===== config.mk =====
export PLATFORM = sky130hd
export DESIGN_NAME = mux4_rr_arbiter_flat
export DESIGN_NICKNAME = d
export VERILOG_FILES = /design/src/rtl/mux4_rr_arbiter_if.sv /design/src/rtl/mux4_rr_arbiter.sv /design/src/flat_wrapper.sv
export SDC_FILE = /design/constraint.sdc
export NUM_CORES = 1
export LEC_CHECK = 0
export ABC_CLOCK_PERIOD_IN_PS = 5400
export CAP_MARGIN = 40
export CORE_UTILIZATION = 42
export CTS_CLUSTER_SIZE = 20
export DETAILED_ROUTE_END_ITERATION = 10
export MAX_ROUTING_LAYER = met4
export PLACE_DENSITY = 0.69
export SKIP_LAST_GASP = 1
export SYNTH_ARGS = -nofsm -noshare
export SYNTH_HDL_FRONTEND = slang
export SYNTH_SLANG_ARGS = --single-unit

===== constraint.sdc =====
create_clock -name clk -period 5.4 [get_ports clk]
set_input_delay 1.08 -clock clk [delete_from_list [all_inputs] [get_ports clk]]
set_output_delay 1.08 -clock clk [all_outputs]
set_load 0.01 [all_outputs]

===== src/rtl/mux4_rr_arbiter_if.sv =====
// Bus between the four requesters and the round-robin mux arbiter.
// The master side is the requester pool (drives req/din); the slave side
// is the arbiter (drives grant, selects, busy and the muxed data).
interface mux4_rr_arbiter_if #(
  parameter int DW = 1
);
  logic [3:0]      req;
  logic [4*DW-1:0] din;
  logic [3:0]      gnt;
  logic            s1;
  logic            s0;
  logic            busy;
  logic [DW-1:0]   dout;

  modport master (
    output req,
    output din,
    input  gnt,
    input  s1,
    input  s0,
    input  busy,
    input  dout
  );

  modport slave (
    input  req,
    input  din,
    output gnt,
    output s1,
    output s0,
    output busy,
    output dout
  );
endinterface


===== src/rtl/mux4_rr_arbiter.sv =====
// Round-robin arbiter sharing one 4:1 mux channel among four requesters.
// Grant, selects and busy are registered; dout is the lane picked by the
// registered selects, forced to zero when nobody owns the channel.
// Optional owner preemption after MAX_HOLD cycles is built only when the
// macro MUX_ARB_HOLD_TIMEOUT_EN is defined.
module mux4_rr_arbiter #(
  parameter int DW       = 1,
  parameter int MAX_HOLD = 8
) (
  input  logic               clk,
  input  logic               rst_n,
  mux4_rr_arbiter_if.slave   bus
);

  typedef enum logic {
    IDLE,
    GRANT
  } state_e;

  state_e     state_q, state_d;
  logic [1:0] ptr_q, ptr_d;
  logic [3:0] gnt_q, gnt_d;
  logic [1:0] sel_q, sel_d;
  logic       busy_q, busy_d;
  logic [2:0] pick;

`ifdef MUX_ARB_HOLD_TIMEOUT_EN
  localparam int HW = (MAX_HOLD > 2) ? $clog2(MAX_HOLD) : 1;
  localparam logic [HW-1:0] HOLD_LAST = HW'(MAX_HOLD - 1);
  logic [HW-1:0] hold_cnt_q, hold_cnt_d;
`endif

  // Search req starting just after 'after', wrapping 3 -> 0. The 'after'
  // slot itself is only eligible when incl is set (IDLE arbitration).
  // Returns {found, index}; the closest slot in rotation order wins.
  function automatic logic [2:0] rr_pick(input logic [3:0] r,
                                         input logic [1:0] after,
                                         input logic       incl);
    logic [2:0] result;
    logic [1:0] idx;
    result = 3'b000;
    for (int k = 4; k >= 1; k--) begin
      idx = after + 2'(k);
      if (r[idx] && ((k != 4) || incl)) begin
        result = {1'b1, idx};
      end
    end
    return result;
  endfunction

  // Next-state logic: arbitrate from IDLE, hand over on release (or on
  // timeout when built in), otherwise keep the current owner stable.
  always_comb begin
    state_d = state_q;
    ptr_d   = ptr_q;
    gnt_d   = gnt_q;
    sel_d   = sel_q;
    busy_d  = busy_q;
    pick    = 3'b000;
`ifdef MUX_ARB_HOLD_TIMEOUT_EN
    hold_cnt_d = hold_cnt_q;
`endif
    case (state_q)
      IDLE: begin
`ifdef MUX_ARB_HOLD_TIMEOUT_EN
        hold_cnt_d = '0;
`endif
        pick = rr_pick(bus.req, ptr_q, 1'b1);
        if (pick[2]) begin
          state_d = GRANT;
          gnt_d   = 4'b0001 << pick[1:0];
          sel_d   = pick[1:0];
          busy_d  = 1'b1;
        end
      end
      GRANT: begin
        if (!bus.req[sel_q]) begin
          ptr_d = sel_q;
          pick  = rr_pick(bus.req, sel_q, 1'b0);
`ifdef MUX_ARB_HOLD_TIMEOUT_EN
          hold_cnt_d = '0;
`endif
          if (pick[2]) begin
            gnt_d = 4'b0001 << pick[1:0];
            sel_d = pick[1:0];
          end else begin
            state_d = IDLE;
            gnt_d   = 4'b0000;
            busy_d  = 1'b0;
          end
        end
`ifdef MUX_ARB_HOLD_TIMEOUT_EN
        else if ((hold_cnt_q == HOLD_LAST) && ((bus.req & ~gnt_q) != 4'b0000)) begin
          ptr_d      = sel_q;
          pick       = rr_pick(bus.req, sel_q, 1'b0);
          gnt_d      = 4'b0001 << pick[1:0];
          sel_d      = pick[1:0];
          hold_cnt_d = '0;
        end else if (hold_cnt_q != HOLD_LAST) begin
          hold_cnt_d = hold_cnt_q + 1'b1;
        end
`endif
      end
      default: begin
        state_d = IDLE;
        gnt_d   = 4'b0000;
        busy_d  = 1'b0;
      end
    endcase
  end

  // State and registered outputs; async reset releases the channel.
  always_ff @(posedge clk or negedge rst_n) begin
    if (!rst_n) begin
      state_q <= IDLE;
      ptr_q   <= 2'd3;
      gnt_q   <= 4'b0000;
      sel_q   <= 2'b00;
      busy_q  <= 1'b0;
`ifdef MUX_ARB_HOLD_TIMEOUT_EN
      hold_cnt_q <= '0;
`endif
    end else begin
      state_q <= state_d;
      ptr_q   <= ptr_d;
      gnt_q   <= gnt_d;
      sel_q   <= sel_d;
      busy_q  <= busy_d;
`ifdef MUX_ARB_HOLD_TIMEOUT_EN
      hold_cnt_q <= hold_cnt_d;
`endif
    end
  end

  assign bus.gnt  = gnt_q;
  assign bus.s1   = sel_q[1];
  assign bus.s0   = sel_q[0];
  assign bus.busy = busy_q;

  // Data path: selected lane while owned, zero when the channel is free.
  always_comb begin
    bus.dout = '0;
    if (busy_q) begin
      bus.dout = bus.din[sel_q*DW +: DW];
    end
  end

endmodule


===== src/flat_wrapper.sv =====
// flat-port wrapper written by rule: the top's interface ports become plain ports
module mux4_rr_arbiter_flat 
#(
  parameter int DW       = 1,
  parameter int MAX_HOLD = 8
)
  (clk, rst_n, bus_req, bus_din, bus_gnt, bus_s1, bus_s0, bus_busy, bus_dout);
  mux4_rr_arbiter_if #(.DW(DW)) bus_i ();
  input  logic clk;
  input  logic rst_n;
  input wire logic [$bits(bus_i.req)-1:0] bus_req;
  input wire logic [$bits(bus_i.din)-1:0] bus_din;
  output wire logic [$bits(bus_i.gnt)-1:0] bus_gnt;
  output wire logic [$bits(bus_i.s1)-1:0] bus_s1;
  output wire logic [$bits(bus_i.s0)-1:0] bus_s0;
  output wire logic [$bits(bus_i.busy)-1:0] bus_busy;
  output wire logic [$bits(bus_i.dout)-1:0] bus_dout;
  assign bus_i.req = bus_req;
  assign bus_i.din = bus_din;
  assign bus_gnt = bus_i.gnt;
  assign bus_s1 = bus_i.s1;
  assign bus_s0 = bus_i.s0;
  assign bus_busy = bus_i.busy;
  assign bus_dout = bus_i.dout;
  mux4_rr_arbiter #(.DW(DW), .MAX_HOLD(MAX_HOLD)) u_core (.clk(clk), .rst_n(rst_n), .bus(bus_i));
endmodule

-- Word level (Yosys, flattened, before mapping)
Cells that the tools add are included.
- $add $sub $neg: 6
- multipliers: 0
- divide/modulo/power cells: 0
- order comparisons: 8
- eq/ne operators: 4
- shift-type cells: 3
- multiplexer cells: 43
- bitwise gates (word level): 2
- reduce and logical (&&, ||, !) cells: 4
- operator list (operator ; number):
    $mux W3 ; 10
    $lt A2 B3 Y1 const B ; 8
    $bmux W1 S2 ; 8
    $mux W1 ; 15
    $mux W4 ; 3
    $add A2 B2 Y2 const B ; 4
    $ne A2 B2 Y1 const B ; 4
    $pmux W4 S2 ; 1
    $shl A1 B2 Y4 const A ; 2
    $mux W2 ; 3
    $reduce_and A3 Y1 ; 2
    $add A2 B1 Y2 const B ; 2
    $pmux W1 S2 ; 2
    $pmux W2 S2 ; 1
    $reduce_and A2 Y1 ; 2
    $shiftx A4 B3 Y1 ; 1
    $not A1 Y1 ; 2
- bits in registers: 10
- bits in latches: 0
- RAM bits: 0
- ROM bits: 0
- bits of input ports: 10
- memories kept: 0

-- Logic depth before layout (Yosys ltp)
Gate-level depths: netlist of run 1.
- depth after elaboration: 12
- mapped depth: 7
- gate-level depth less buffers: 5

-- Least setup slack after synthesis of run 1
Ideal clock, no wire load.
- path kind: input to output
- start: input port bus_din[3]
- end: output port bus_dout
- arrival time: 1.703 ns
- data required time: 4.320 ns
- slack: 2.617 ns
- stages: 2
- path buffers: 0
- cells stage by stage: mux4_2 > and2_1
- word-level cells in the longest chain between the ends: 2
- RTL lines (element ; RTL line ; RTL):
    start: declaration ; flat_wrapper.sv:12 ; input wire logic [$bits(bus_i.din)-1:0] bus_din;
    $shiftx A4 B3 Y1 ; mux4_rr_arbiter.sv:144 ; bus.dout = bus.din[sel_q*DW +: DW];
    $mux W1 ; mux4_rr_arbiter.sv:143 ; if (busy_q) begin
    end: declaration ; flat_wrapper.sv:17 ; output wire logic [$bits(bus_i.dout)-1:0] bus_dout;
No other way between the ends.

-- Final worst setup path of run 1
- start: input port bus_din[0]
- end: output port bus_dout
The elaborated chain is that of the path after synthesis.

==> results.toml, run 1 <==
[place]
dp_hpwl_um = 1290
pre_cts_slack_ns = 1.72
place.detailed.instances = 125
portBuffers = 17
place_congestion = 0.860

[setup_path]
cp.required_ns = 4.32
cp_cell_sequence = "clkdlybuf4s50_1 -> mux4_2 -> and2_1 -> clkdlybuf4s50_1"
path_depth = 4
cp_top_family = "buffers and inverters"
startpoint_type = "input port"
critPathMaxFanout = 1
crit_arrival_ns = 2.59
crit_start = "bus_din[0]"
r2r_end = "u_core.sel_q[0]"
setup.worst_path.end_class = "output pin"
cp.buffers_inverters = 2
crit_type = "input port to output pin"
r2r-start = "u_core.sel_q[0]"
crit_top_cell = "clkdlybuf4s50_1"
cp-endpoint = "bus_dout"
cpMaxStageDelayCell = "clkdlybuf4s50_1"
max_stage_delay_ns = 0.48
r2r_cells = 5
r2r_setup_slack_ns = 3.23

[detailed_routing]
first_pass_iters = 4
wl_per_cell_um = 13.5
dr_total_vias = 730
routed_via_density = 5.66
ant_nets = 0
wirelength_um = 1740
drc_errors = 0
drt_iter0_drc = 10

[pwr]
p_sw_mw = 0.198
intPower_mw = 0.304
total_power_mw = 0.503
pwr-share-clk_pct = 10.1
power.density_nw_per_um2 = 496
power_frac_comb_pct = 55.7
pwr-share-seq_pct = 34.1
power_leakage_nw = 0.394
ir_drop_v = 0.000266
p_sw_share_pct = 39.4

[logic_synthesis]
synth_fp_nets = 100
synth_area_leaders = "dfrtp_1, buf_6, mux2i_1, dfstp_2, mux4_2"
netlist_instances = 90
syn_area_um2 = 868
yosysWarnings = 0
synth_top_area_share_pct = 23.1
seq_area_frac_synth_pct = 29.1
yosys.area.top_type = "dfrtp_1"
synth.distinct_cells = 37
ys_seq_elements = 10
syn_avg_cell_area_um2 = 9.65

[clocking]
cts.sinks = 10
htree_num_levels = 1
root_buffer = "clkbuf_4"
numCtsBuffers = 3
clk_latency_ns = 0.26
hold_buffers = 0
post_cts_resized = 0
cts_max_path_buffers = 2
clk_pin_slew_ns = 0.05
cts_tree = "built"
postCtsSetupRepairBufs = 0

[sta]
period_minus_slack_ns = 3.67
fin_hold_ws_ns = 0.524
report.final.slew_viol_count = 0
fin_crit_sh_pct = 68.0
slew_headroom_pct = 61.4
worst_pin_slew_ns = 0.579
rsz0062_at_grt = "false"
setup_violations = 0
fmax_mhz = 273
clock_skew_ns = 0.0102
worst_slack_ns = 1.73
hold_viol_final = 0
final.setup.tns_ns = 0

[floorplanning]
num_rows = 16
start_util_pct = 44.3
dieWidth_um = 47.5
placeableCoreArea_um2 = 1960
dieArea_um2 = 2250
io_pins = 18
dieHeight_um = 47.5

[global_route]
grt_pass1_wl_um = 2670
grt_pass1_vias = 597
grt-ovfl-total = 0
grtUsageTotal_pct = 17.7
grt_max_degree = 18
antenna_found_initial = 0

[layout]
syn_to_final_growth_pct = 16.7
layout-drive-gt1-share_pct = 15.7
multi_input_area_um2 = 512
layout_common_cells = "clkdlybuf4s50_1, dfrtp_1, nand2_1"
final_common_cell = "clkdlybuf4s50_1"
antenna_cells = 0
fin_cells = 129
regArea_um2 = 253
fill_cells = 188
finalNetCount = 113

[run_status]
status = "finished clean"

[flow_run]
maxCapViolations = 0

[worst_hold_path]
holdCritPathClass = "register to register"
-- through the flow --
stage	instance area [µm²]	util, %
after CTS	1010	51.7
after floorplan	868	-
after detailed placement	987	50.3
after global routing	1010	51.7
after global placement	987	50.3
final	1010	51.7
-- area by class of cell --
| class | count | share of cell area (%) |
|---|---|---|
| inverters | 5 | 1.85 |
| flip-flops and latches | 10 | 24.9 |
| repair buffers | 17 | 16.8 |
| well taps | 27 | 3.33 |
| clock buffers | 4 | 2.59 |
| multi-input cells | 66 | 50.5 |
-- synthesized netlist by cell type --
master,count
dfrtp_1,8
nand2_1,7
buf_6,6
mux2i_1,6
a21oi_1,5
inv_1,5
nand2b_1,5
nor2_1,4
a32o_1,3
o21ai_0,3
a211oi_1,2
a21oi_2,2
a22o_1,2
a31oi_1,2
a32oi_1,2
and2_1,2
buf_2,2
dfstp_2,2
mux2_4,2
mux4_2,2
o21ai_1,2
a21boi_0,1
a221oi_2,1
a311oi_1,1
buf_4,1
maj3_1,1
nand3_1,1
nor2_4,1
nor3b_1,1
nor4_1,1
nor4b_1,1
o211ai_1,1
o21ai_2,1
o32ai_1,1
or2_2,1
or4_4,1
xnor2_1,1
-- kinds of logic (layout without fill, tap and decap cells) --
logic type / Yosys count / count (layout) / share of synthesized area, %
buf+inv: 14 / 26 / 12.0
fa+ha+maj: 1 / 1 / 1.15
compound gates: 29 / 29 / 24.9
xor+xnor: 1 / 1 / 1.01
simple gates: 25 / 25 / 16.3
flops: 10 / 10 / 29.1
mux: 10 / 10 / 15.6
-- per-layer routing --
metal	GRT usage, %	up-vias	wire length (µm)
li1	-	362	-
met1	22.4	345	805
met2	25.8	19	812
met3	7.17	4	88
met4	5.71	0	38
met5	-	-	0
-- sequential cells by signal, summed over array words and instances, names as in the netlist --
| register | flops |
|---|---|
| u_core.sel_q | 2 |
| u_core.bus.gnt | 4 |
| u_core.state_q | 1 |
| u_core.bus.busy | 1 |
| u_core.ptr_q | 2 |
-- power by group through the flow --
stage                     logic [mW]  registers (mW)  clock network, mW
after global placement         0.277           0.170                  0
after detailed placement       0.281           0.173                  0
after floorplan                0.230           0.150                  0
after global routing           0.311           0.180             0.0571
after CTS                      0.283           0.172             0.0528
final                          0.280           0.172             0.0509
-- worst min-delay path by stage --
stage / start / to / slack (ns) / depth (start not counted)
after global routing: u_core.bus.gnt[1] / u_core.bus.gnt[1] / 0.53 / 1
after detailed placement: u_core.bus.gnt[1] / u_core.bus.gnt[1] / 0.51 / 1
after floorplan: u_core.bus.gnt[1] / u_core.bus.gnt[1] / 0.55 / 1
final: u_core.bus.gnt[1] / u_core.bus.gnt[1] / 0.52 / 1
after CTS: u_core.bus.gnt[1] / u_core.bus.gnt[1] / 0.52 / 1
after global placement: u_core.bus.gnt[1] / u_core.bus.gnt[1] / 0.49 / 1
Note: power is estimated with default switching activity, not from simulation.
==> run 2, diff against run 1 <==
--- a/config.mk
+++ b/config.mk
@@ -5,7 +5,7 @@
 export SDC_FILE = /design/constraint.sdc
 export NUM_CORES = 1
 export LEC_CHECK = 0
-export ABC_CLOCK_PERIOD_IN_PS = 5400
+export ABC_CLOCK_PERIOD_IN_PS = 3500
 export CAP_MARGIN = 40
 export CORE_UTILIZATION = 42
 export CTS_CLUSTER_SIZE = 20
==> constraint.sdc (replaced) <==
create_clock -name clk -period 3.5 [get_ports clk]
set_input_delay 0.7 -clock clk [delete_from_list [all_inputs] [get_ports clk]]
set_output_delay 0.7 -clock clk [all_outputs]
set_load 0.01 [all_outputs]
==> results.toml, run 2 (synthesized netlist as in run 1, its figures left out) <==
[run_status]
status = "finished clean"

[layout]
syn_to_final_growth_pct = 17.6
final_common_cell = "clkdlybuf4s50_1"
stdcell_area_um2 = 1020
regArea_um2 = 253
multi_input_area_um2 = 512
finalNetCount = 114
largest_reg_flops = 4
fill_cells = 198
antenna_cells = 0
layout_common_cells = "clkdlybuf4s50_1, dfrtp_1, nand2_1"
layout-drive-gt1-share_pct = 16.5

[clocking]
htree_num_levels = 1
cts_tree = "built"
clk_pin_slew_ns = 0.05
post_cts_resized = 0
cts.sinks = 10
cts_max_path_buffers = 2
clk_latency_ns = 0.26
postCtsSetupRepairBufs = 0
numCtsBuffers = 3
root_buffer = "clkbuf_4"
hold_buffers = 0

[pwr]
pwr-share-seq_pct = 30.3
power.density_nw_per_um2 = 768
pwr-share-clk_pct = 9.9
ir_drop_v = 0.000356
intPower_mw = 0.478
p_sw_share_pct = 39.0
p_sw_mw = 0.306
power_leakage_nw = 0.399
power_frac_comb_pct = 59.8

[sta]
worst_slack_ns = 0.607
final.setup.tns_ns = 0
period_minus_slack_ns = 2.89
fin_crit_sh_pct = 82.7
setup_violations = 0
slew_headroom_pct = 62.4
hold_viol_final = 0
report.final.slew_viol_count = 0
worst_pin_slew_ns = 0.564
clock_skew_ns = 0.0107
fin_hold_ws_ns = 0.514
fmax_mhz = 346
rsz0062_at_grt = "false"

[detailed_routing]
wirelength_um = 1720
first_pass_iters = 6
wl_per_cell_um = 13.3
ant_nets = 0
routed_via_density = 5.58
dr_total_vias = 725
drc_errors = 0
drt_iter0_drc = 18

[setup_path]
setup.worst_path.end_class = "output pin"
critPathMaxFanout = 1
cp_cell_sequence = "clkdlybuf4s50_1 -> mux4_2 -> and2_1 -> clkdlybuf4s50_1"
crit_arrival_ns = 2.19
cpMaxStageDelayCell = "clkdlybuf4s50_1"
crit_type = "input port to output pin"
max_stage_delay_ns = 0.47
startpoint_type = "input port"
crit_top_cell = "clkdlybuf4s50_1"
cp.required_ns = 2.80

[global_route]
grt-ovfl-total = 0
antenna_found_initial = 0
grt_pass1_vias = 580
grtUsageTotal_pct = 17.1
grt_max_degree = 17
grt_pass1_wl_um = 2540

[worst_hold_path]
holdCritPathClass = "register to register"

[floorplanning]
io_pins = 18
dieWidth_um = 47.5
num_rows = 16
dieHeight_um = 47.5
start_util_pct = 44.3
placeableCoreArea_um2 = 1960
dieArea_um2 = 2250

[place]
placed_area_um2 = 995
place_congestion = 0.835
pre_cts_slack_ns = 0.603
dp_hpwl_um = 1260
portBuffers = 17

[flow_run]
maxCapViolations = 0
[run 2: cell count changes in the layout (fill, tap and decap cells not counted)]
cell | before | now
buf_4 | 0 | 1
[run 2: critical path: cells and delay by family]
family	cells	cell delay (ns)
buffers and inverters	2	0.88
muxes	1	0.45
and+or+nand+nor	1	0.16
[run 2: final timing paths]
check,to,depth (start not counted),slack [ns],startpoint
setup / recovery,bus_dout,4,0.61,bus_din[2]
hold / removal,u_core.bus.gnt[1],1,0.51,u_core.bus.gnt[1]
setup reg to reg,u_core.sel_q[0],6,1.49,u_core.sel_q[0]
hold reg to reg,u_core.bus.gnt[1],1,0.51,u_core.bus.gnt[1]
max in group asynchronous,u_core.ptr_q[0],1,2.40,rst_n
min in group asynchronous,u_core.bus.gnt[2],1,0.75,rst_n
[run 2: cell type report]
type,count,share of cell area (%)
multi-input cells,66,50.1
inverters,5,1.84
flip-flops and latches,10,24.8
well taps,27,3.31
clock buffers,4,2.57
repair buffers,18,17.4
[run 2: routing by layer]
metal | global-route usage, % | wire length (µm)
met5 | - | 0
met4 | 8.57 | 84
met3 | 6.79 | 77
met2 | 23.3 | 762
met1 | 21.8 | 800
[run 2: through the flow]
| stage | total power [mW] | instances | util, % |
|---|---|---|---|
| 6_report | 0.784 | 130 | 52.0 |
| 5_1_grt | 0.849 | 130 | 52.0 |
| 3_5_place_dp | 0.708 | 126 | 50.7 |
| 2_1_floorplan | 0.587 | 90 | - |
| 3_3_place_gp | 0.699 | 126 | 50.7 |
| 4_1_cts | 0.790 | 130 | 52.0 |
[run 2: power groups by stage]
stage	logic (mW)	clock network, mW	registers, mW
after floorplan	0.355	0	0.232
after global placement	0.462	0	0.237
after detailed placement	0.469	0	0.239
after CTS	0.472	0.0804	0.237
after global routing	0.512	0.0882	0.249
final	0.469	0.0773	0.238
